`src/rtl/icu_sequencer.sv`:
```
// Program sequencer for a 1-bit industrial control unit (ICU).
// Fetches {opcode, operand} words from program memory, issues the opcode to
// the ICU one cycle later, and handles JMP/RTN through a small return stack
// and SKZ through squashing of the following fetched word.
module icu_sequencer #(
    parameter int unsigned STACK_DEPTH = 4
) (
    input  logic        clk,
    input  logic        rst,
    input  logic        start,
    input  logic        stop,
    output logic [7:0]  rom_addr,
    input  logic [11:0] rom_data,
    input  logic        rr_in,
    output logic [3:0]  icu_instr,
    output logic [7:0]  io_addr,
    output logic        busy,
    output logic        halted,
    output logic [1:0]  err
);

    localparam int unsigned PtrW = (STACK_DEPTH > 1) ? $clog2(STACK_DEPTH) : 1;
    localparam int unsigned SpW  = PtrW + 1;

    localparam logic [3:0] OpNopo = 4'h0;
    localparam logic [3:0] OpJmp  = 4'hC;
    localparam logic [3:0] OpRtn  = 4'hD;
    localparam logic [3:0] OpSkz  = 4'hE;

    typedef enum logic [1:0] {StIdle, StRun, StHalt} state_e;

    state_e         state_q, state_d;
    logic [7:0]     pc_q, pc_d;
    logic [3:0]     ir_q, ir_d;
    logic [7:0]     io_q, io_d;
    logic [SpW-1:0] sp_q, sp_d;
    logic [1:0]     err_q, err_d;
    logic           busy_q, halted_q;
    logic [7:0]     stack_q [STACK_DEPTH];

    logic [3:0]     fetch_op;
    logic [7:0]     fetch_arg;
    logic [7:0]     pc_inc;
    logic [SpW-1:0] sp_dec;
    logic           skip;
    logic           push;

    assign fetch_op  = rom_data[11:8];
    assign fetch_arg = rom_data[7:0];
    assign pc_inc    = pc_q + 8'd1;
    assign sp_dec    = sp_q - SpW'(1);
    // The pending-skip flag is the issued SKZ itself: IR is forced to NOPO on
    // stop, reset and error, which discards any pending skip.
    assign skip      = (ir_q == OpSkz) && !rr_in;

    // Next-state decode for the sequencer FSM, PC, IR and return stack.
    always_comb begin
        state_d = state_q;
        pc_d    = pc_q;
        ir_d    = ir_q;
        io_d    = io_q;
        sp_d    = sp_q;
        err_d   = err_q;
        push    = 1'b0;
        unique case (state_q)
            StIdle: begin
                ir_d = OpNopo;
                if (start) begin
                    state_d = StRun;
                end
            end
            StRun: begin
                if (stop) begin
                    // Fetched word is not consumed; PC stays on it.
                    state_d = StIdle;
                    ir_d    = OpNopo;
                    io_d    = 8'h00;
                end else if (skip) begin
                    ir_d = OpNopo;
                    io_d = 8'h00;
                    pc_d = pc_inc;
                end else if (fetch_op == OpJmp) begin
                    if (sp_q == SpW'(STACK_DEPTH)) begin
                        state_d = StHalt;
                        ir_d    = OpNopo;
                        io_d    = 8'h00;
                        err_d   = 2'd1;
                    end else begin
                        push = 1'b1;
                        sp_d = sp_q + SpW'(1);
                        pc_d = fetch_arg;
                        ir_d = fetch_op;
                        io_d = fetch_arg;
                    end
                end else if (fetch_op == OpRtn) begin
                    if (sp_q == '0) begin
                        state_d = StHalt;
                        ir_d    = OpNopo;
                        io_d    = 8'h00;
                        err_d   = 2'd2;
                    end else begin
                        sp_d = sp_dec;
                        pc_d = stack_q[sp_dec[PtrW-1:0]];
                        ir_d = fetch_op;
                        io_d = fetch_arg;
                    end
                end else begin
                    pc_d = pc_inc;
                    ir_d = fetch_op;
                    io_d = fetch_arg;
                end
            end
            StHalt: begin
                ir_d = OpNopo;
                io_d = 8'h00;
            end
            default: begin
                state_d = StIdle;
                ir_d    = OpNopo;
            end
        endcase
    end

    // State registers with registered busy/halted decodes of the next state.
    always_ff @(posedge clk or posedge rst) begin
        if (rst) begin
            state_q  <= StIdle;
            pc_q     <= 8'h00;
            ir_q     <= OpNopo;
            io_q     <= 8'h00;
            sp_q     <= '0;
            err_q    <= 2'd0;
            busy_q   <= 1'b0;
            halted_q <= 1'b0;
        end else begin
            state_q  <= state_d;
            pc_q     <= pc_d;
            ir_q     <= ir_d;
            io_q     <= io_d;
            sp_q     <= sp_d;
            err_q    <= err_d;
            busy_q   <= (state_d == StRun);
            halted_q <= (state_d == StHalt);
        end
    end

    // Return-stack storage; validity is tracked solely by sp_q.
    always_ff @(posedge clk) begin
        if (push) begin
            stack_q[sp_q[PtrW-1:0]] <= pc_inc;
        end
    end

    assign rom_addr  = pc_q;
    assign icu_instr = (state_q == StRun) ? ir_q : OpNopo;
    assign io_addr   = io_q;
    assign busy      = busy_q;
    assign halted    = halted_q;
    assign err       = err_q;

endmodule

```
`config.mk`:
```
export PLATFORM = sky130hd
export DESIGN_NAME = icu_sequencer
export DESIGN_NICKNAME = d
export VERILOG_FILES = /design/src/rtl/icu_sequencer.sv
export SDC_FILE = /design/constraint.sdc
export NUM_CORES = 1
export LEC_CHECK = 0
export ABC_AREA = 1
export BUFFER_PORTS_ARGS = -buffer_cell sky130_fd_sc_hd__buf_2
export CORE_MARGIN = 10
export CORE_UTILIZATION = 45
export CTS_CLUSTER_SIZE = 24
export DETAILED_ROUTE_END_ITERATION = 8
export PLACE_DENSITY_LB_ADDON = 0.05
export SLEW_MARGIN = 15
export SYNTH_ARGS = -nofsm -noshare
export SYNTH_HDL_FRONTEND = slang
export SYNTH_SLANG_ARGS = --single-unit
```
`constraint.sdc`:
```
create_clock -name clk -period 3.2 [get_ports clk]
set_input_delay 0.32 -clock clk [delete_from_list [all_inputs] [get_ports clk]]
set_output_delay 0.32 -clock clk [all_outputs]
set_load 0.01 [all_outputs]
```
Word level (Yosys, flattened, before mapping)
Memories as Yosys holds them, arrays and structs flattened.
Cells that the tools add are included.
{ "word_totals": {"ff_bits": 29, "mem_bits_rw": 32, "input_bits": 17, "word_cells": 80, "memories": 1, "rom_bits": 0, "latchBits": 0, "output_inout_bits": 24} }
{ "memory_table": {"columns": ["name", "depth", "width", "rd", "rd_clocked_by_memory_dff", "wr", "line_no", "source"], "rows": [
  ["stack_q", 4, 8, 1, 0, 1, "39", "logic [7:0] stack_q [STACK_DEPTH];"]
]} }
{ "op_classes": {"n_reduce_logical": 10, "multipliers": 0, "magnitude_cmp": 0, "bitwise_logic": 2, "n_eq_ne": 13, "shift": 0, "n_addsub": 3, "n_div": 0, "muxes": 43} }
{ "op_table": {"columns": ["cell", "n"], "rows": [
  ["2-to-1 mux 8 bit", 11],
  ["2-to-1 mux 4 bit", 8],
  ["2-to-1 mux 2 bit", 11],
  ["one-hot mux 8 bit (2 select lines)", 1],
  ["== test 4 bit (second input constant)", 3],
  ["2-to-1 mux 3 bit", 4],
  ["AND reduction 6 bit", 2],
  ["adder 8 x 1 -> 8 bit (second input constant)", 1],
  ["2-to-1 mux 1 bit", 7],
  ["one-hot mux 2 bit (3 select lines)", 1],
  ["nonzero test 2 bit", 3],
  ["== test 2 x 1 -> 1 bit (second input constant)", 2],
  ["== test 2 bit (second input constant)", 2],
  ["inequality test 2 bit (second input constant)", 2],
  ["inequality test 4 bit (second input constant)", 1],
  ["AND reduction 4 bit", 1],
  ["adder 3 x 1 -> 3 bit (second input constant)", 1],
  ["== test 3 bit (second input constant)", 1],
  ["zero test 3 bit", 1],
  ["inequality test 3 bit (second input constant)", 1],
  ["subtractor 3 x 1 -> 3 bit (second input constant)", 1],
  ["zero test 2 bit", 1],
  ["inequality test 2 x 1 -> 1 bit (second input constant)", 1],
  ["inverter 1 bit", 2],
  ["other kinds (2)", 2]
]} }

Longest topological paths before layout
{ "logic_depth": {"word_depth": 8, "depth_mapped": 14, "depth_no_buf": 12} }

Worst setup path after synthesis
Ideal clock, no wire load.
{ "synth_path": {"path_kind": "register to register", "start": "register sp_q[0]", "end": "memory stack_q[1][0], enable pin", "stages_incl_launch_ff": 8, "arrival_time_ps": 1536, "required_time_ps": 2829, "n_path_buf": 2, "period_less_slack_ps": 1907, "setup_time_ps": 371, "slack_ps": 1293, "path_cell_list": "dfrtp_1 > buf_4 > inv_2 > buf_6 > ha_1 > nand2_1 > nand4_1 > nor2_1"} }
{ "synth_via": {"elab_chain_len": 8} }
{ "synth_rtl": {"columns": ["element", "line_no", "source"], "rows": [
  ["from (decl)", "36", "logic [SpW-1:0] sp_q, sp_d;"],
  ["from (signal assigned)", "140", "sp_q <= sp_d;"],
  ["== test 3 bit", "83", "if (sp_q == SpW'(STACK_DEPTH)) begin"],
  ["2-to-1 mux 1 bit", "83", null],
  ["2-to-1 mux 1 bit", "82", "end else if (fetch_op == OpJmp) begin"],
  ["2-to-1 mux 1 bit", "78", "end else if (skip) begin"],
  ["2-to-1 mux 1 bit", "73", "if (stop) begin"],
  ["2-to-1 mux 1 bit", "65", "unique case (state_q)"],
  ["2-to-1 mux 1 bit", "149", "if (push) begin"],
  ["2-to-1 mux 1 bit (not written as such)", "150", "stack_q[sp_q[PtrW-1:0]] <= pc_inc;"],
  ["to (decl)", "39", null]
]} }
Parallel ways exist; a longest one is shown, timed or not.

Worst setup path after layout
{ "layout_path": {"start": "register sp_q[0]", "end": "memory stack_q[1][7], enable pin"} }
The elaborated chain is that of the path after synthesis.

==> flow_summary.json <==
{
  "hp-class": "input pin to flop",
  "clock-root-buffer": "clkbuf_8",
  "cts-buffers-inserted": 9,
  "whs_path_depth": 3,
  "async_flop_share_pct": 47.5,
  "crit_fanout": 20,
  "chipWidth_um": 102,
  "clk_path_buf_depth": 2,
  "seqPwrFrac_pct": 40.4,
  "topRoutingLayerUsed": "met4",
  "drt_iter0_drc": 157,
  "dieHeight_um": 102,
  "vias_per_cell": 4.82,
  "yosys_warnings": 0,
  "cellInternalPower_mw": 1.75,
  "p_per_area_nw_per_um2": 840,
  "multi_input_area_um2": 1150,
  "reg2reg_depth": 5,
  "wl_met2_um": 3320,
  "avgSynthCellArea_um2": 8.97,
  "rsz0062_at_grt": "false",
  "cp-start-kind": "flop",
  "finalHoldViolCount": 0,
  "grt_use_total_pct": 14.4,
  "first_pass_iters": 4,
  "synth_nets": 366,
  "clock_latency_ns": 0.34,
  "leakagePower_nw": 1.71,
  "r2r_end": "stack_q[1][7]",
  "synth_xor_area_share_pct": 2.59,
  "min_to": "ir_q[3]",
  "setup-violations-final": 0,
  "final_nets": 411,
  "ctsResizeCount": 0,
  "antenna_left": 0,
  "reg2reg_slack_ns": 0.60,
  "drc": 0,
  "final_common_cell": "nand2_1",
  "final_cell_mix": "nand2_1 (108), buf_2 (40), inv_1 (37), edfxtp_1 (32), dfrtp_1 (29)",
  "pwr-share-clk_pct": 22.8,
  "n_fill_cell": 614,
  "ys_ff_latch": 61,
  "synth-compound-area-share_pct": 5.76,
  "dp_hpwl_um": 5330,
  "hold_start": "rom_data[11]",
  "worstSetupPathType": "flop to flop",
  "worst_slew_pin_slew_ns": 0.663,
  "fin_crit_sh_pct": 81.4,
  "synth_fa_ha_area_share_pct": 4.12,
  "vias": 2244,
  "grt.overflow.total": 0,
  "yosys_most_used_dff": "edfxtp_1",
  "grt_pass1_vias": 2270,
  "yosysTopAreaCellShare_pct": 31.6,
  "status": "finished clean",
  "fp.coreArea_um2": 6460,
  "wl_met3_um": 338,
  "ff_latch_area_um2": 1690,
  "p_switching_mw": 1.18,
  "grt_start_max_net_pins": 27,
  "swShare_pct": 40.2,
  "period_minus_slack_ns": 2.60,
  "slew_violations": 0,
  "timing.slew.headroom_pct": 55.7,
  "synth-edff-count": 32,
  "io_buffer_count": 40,
  "required_ns": 3.17,
  "tns_ns": 0,
  "p_total_mw": 2.93,
  "grt_antenna_before_repair": 0,
  "synth_cells": 339,
  "p_comb_share_pct": 36.9,
  "yosys.area.top_type": "edfxtp_1",
  "end_kind": "flop",
  "gp_congestion": 0.825,
  "clkSlewWorstSetupHoldPaths_ns": 0.07,
  "dieArea_um2": 10400,
  "r2r-start": "sp_q[0]",
  "finalWirelength_um": 7100,
  "cts_sinks": 61,
  "wl_per_cell_um": 15.2,
  "finClkSkew_ns": 0.00506,
  "start_util_pct": 47.1,
  "synth_top_family_by_area": "simple AND/OR/NAND/NOR gates",
  "timing.fmax_mhz": 384,
  "rows": 29,
  "muxShareOfSynthArea_pct": 0,
  "synth_cell_type_count": 25,
  "syn_area_um2": 3040,
  "grt_pass1_wl_um": 11500,
  "drive_gt1_share_pct": 19.8,
  "peakVddDrop_mv": 0.443,
  "wl_met1_um": 3360,
  "synthTopCellsByArea": "edfxtp_1 (32%), dfrtp_1 (24%), nand2_1 (13%), o21ai_0 (4.6%), inv_1 (4.6%)",
  "ioPinCount": 41,
  "cts-htree-levels": 3,
  "max-cap-violations": 0,
  "num_antenna_cells": 0,
  "area_growth_syn_to_layout_pct": 14.9,
  "synth-simple-area-share_pct": 25.2,
  "worstPathArrival_ns": 2.58,
  "cts_tree": "done",
  "ys_seq_area_share_pct": 55.5
}
==> worst max-delay path by stage <==
stage | from | to | slack [ns] | cells past startpoint
2_1_floorplan | sp_q[0] | stack_q[1][0] | 1.29 | 7
3_3_place_gp | sp_q[0] | stack_q[2][6] | 0.70 | 5
3_5_place_dp | sp_q[0] | stack_q[0][7] | 0.61 | 5
4_1_cts | sp_q[0] | stack_q[0][4] | 0.59 | 5
5_1_grt | sp_q[0] | stack_q[0][5] | 0.35 | 5
6_report | sp_q[0] | stack_q[1][7] | 0.60 | 5
==> metrics by stage <==
| step | setup slack (ns) | hold WS (ns) | instance area, µm² | cells | util, % |
|---|---|---|---|---|---|
| detailed placement | 0.608 | 0.207 | 3290 | 449 | 50.9 |
| floorplan | 1.29 | 0.398 | 3040 | 339 | - |
| global route | 0.347 | 0.209 | 3490 | 466 | 54.0 |
| CTS | 0.588 | 0.194 | 3490 | 466 | 54.0 |
| global placement | 0.705 | 0.203 | 3290 | 449 | 50.9 |
| finish | 0.596 | 0.209 | 3490 | 466 | 54.0 |
==> final cells by class <==
cell class	instances	share of cell area [%]
flip-flops and latches	61	48.3
multi-input cells	229	32.8
repair buffers	42	6.24
inverters	41	4.41
clock buffers	9	3.55
well taps	77	2.76
clock inverters	7	1.90
==> flip-flops by register name, summed over array words and instances (netlist names) <==
| name | flops |
|---|---|
| err | 2 |
| ir_q | 4 |
| halted | 1 |
| io_addr | 8 |
| state_q | 2 |
| sp_q | 3 |
| rom_addr | 8 |
| stack_q | 32 |
| busy | 1 |
==> routing by layer <==
| metal | up-vias | global-route usage, % |
|---|---|---|
| met5 | - | 0 |
| met4 | 0 | 4.23 |
| met2 | 57 | 22.4 |
| met3 | 7 | 4.66 |
| met1 | 1016 | 18.9 |
| li1 | 1164 | - |
==> synthesized netlist by cell type (all sizes together) (6+ instances only) <==
master,count
edfxtp,32
a21oi,7
ha,10
nand2,114
buf,6
dfrtp,29
nor2,33
xor2,7
inv,40
nand3,24
o21ai,28
==> power by group through the flow <==
stage                     Sequential, mW  Clock [mW]  Combinational, mW
after floorplan                     1.20           0              0.729
after global placement              1.20           0               1.09
after detailed placement            1.20           0               1.09
after CTS                           1.18       0.684               1.10
after global routing                1.21       0.728               1.22
final                               1.18       0.668               1.08
==> what timing repair did <==
item,CTS,global route
hold buffers,1,0
buffers inserted,0,0
hold endpoints to repair,3,0
==> logic make-up after synthesis <==
group / count (synthesis)
AO/OA/AOI/OAI: 35
XOR/XNOR: 9
adder cells (fa/ha/maj): 10
buffers and inverters: 49
flip-flops: 61
AND/OR/NAND/NOR: 175
==> critical path: stages (launching register included) <==
cell	delay, ns
dfrtp_1	0.75
inv_2	0.28
ha_1	0.29
nand2_1	0.09
nand4_1	0.24
nor2_1	0.59
No activity file was read; power rests on OpenSTA's default activity.
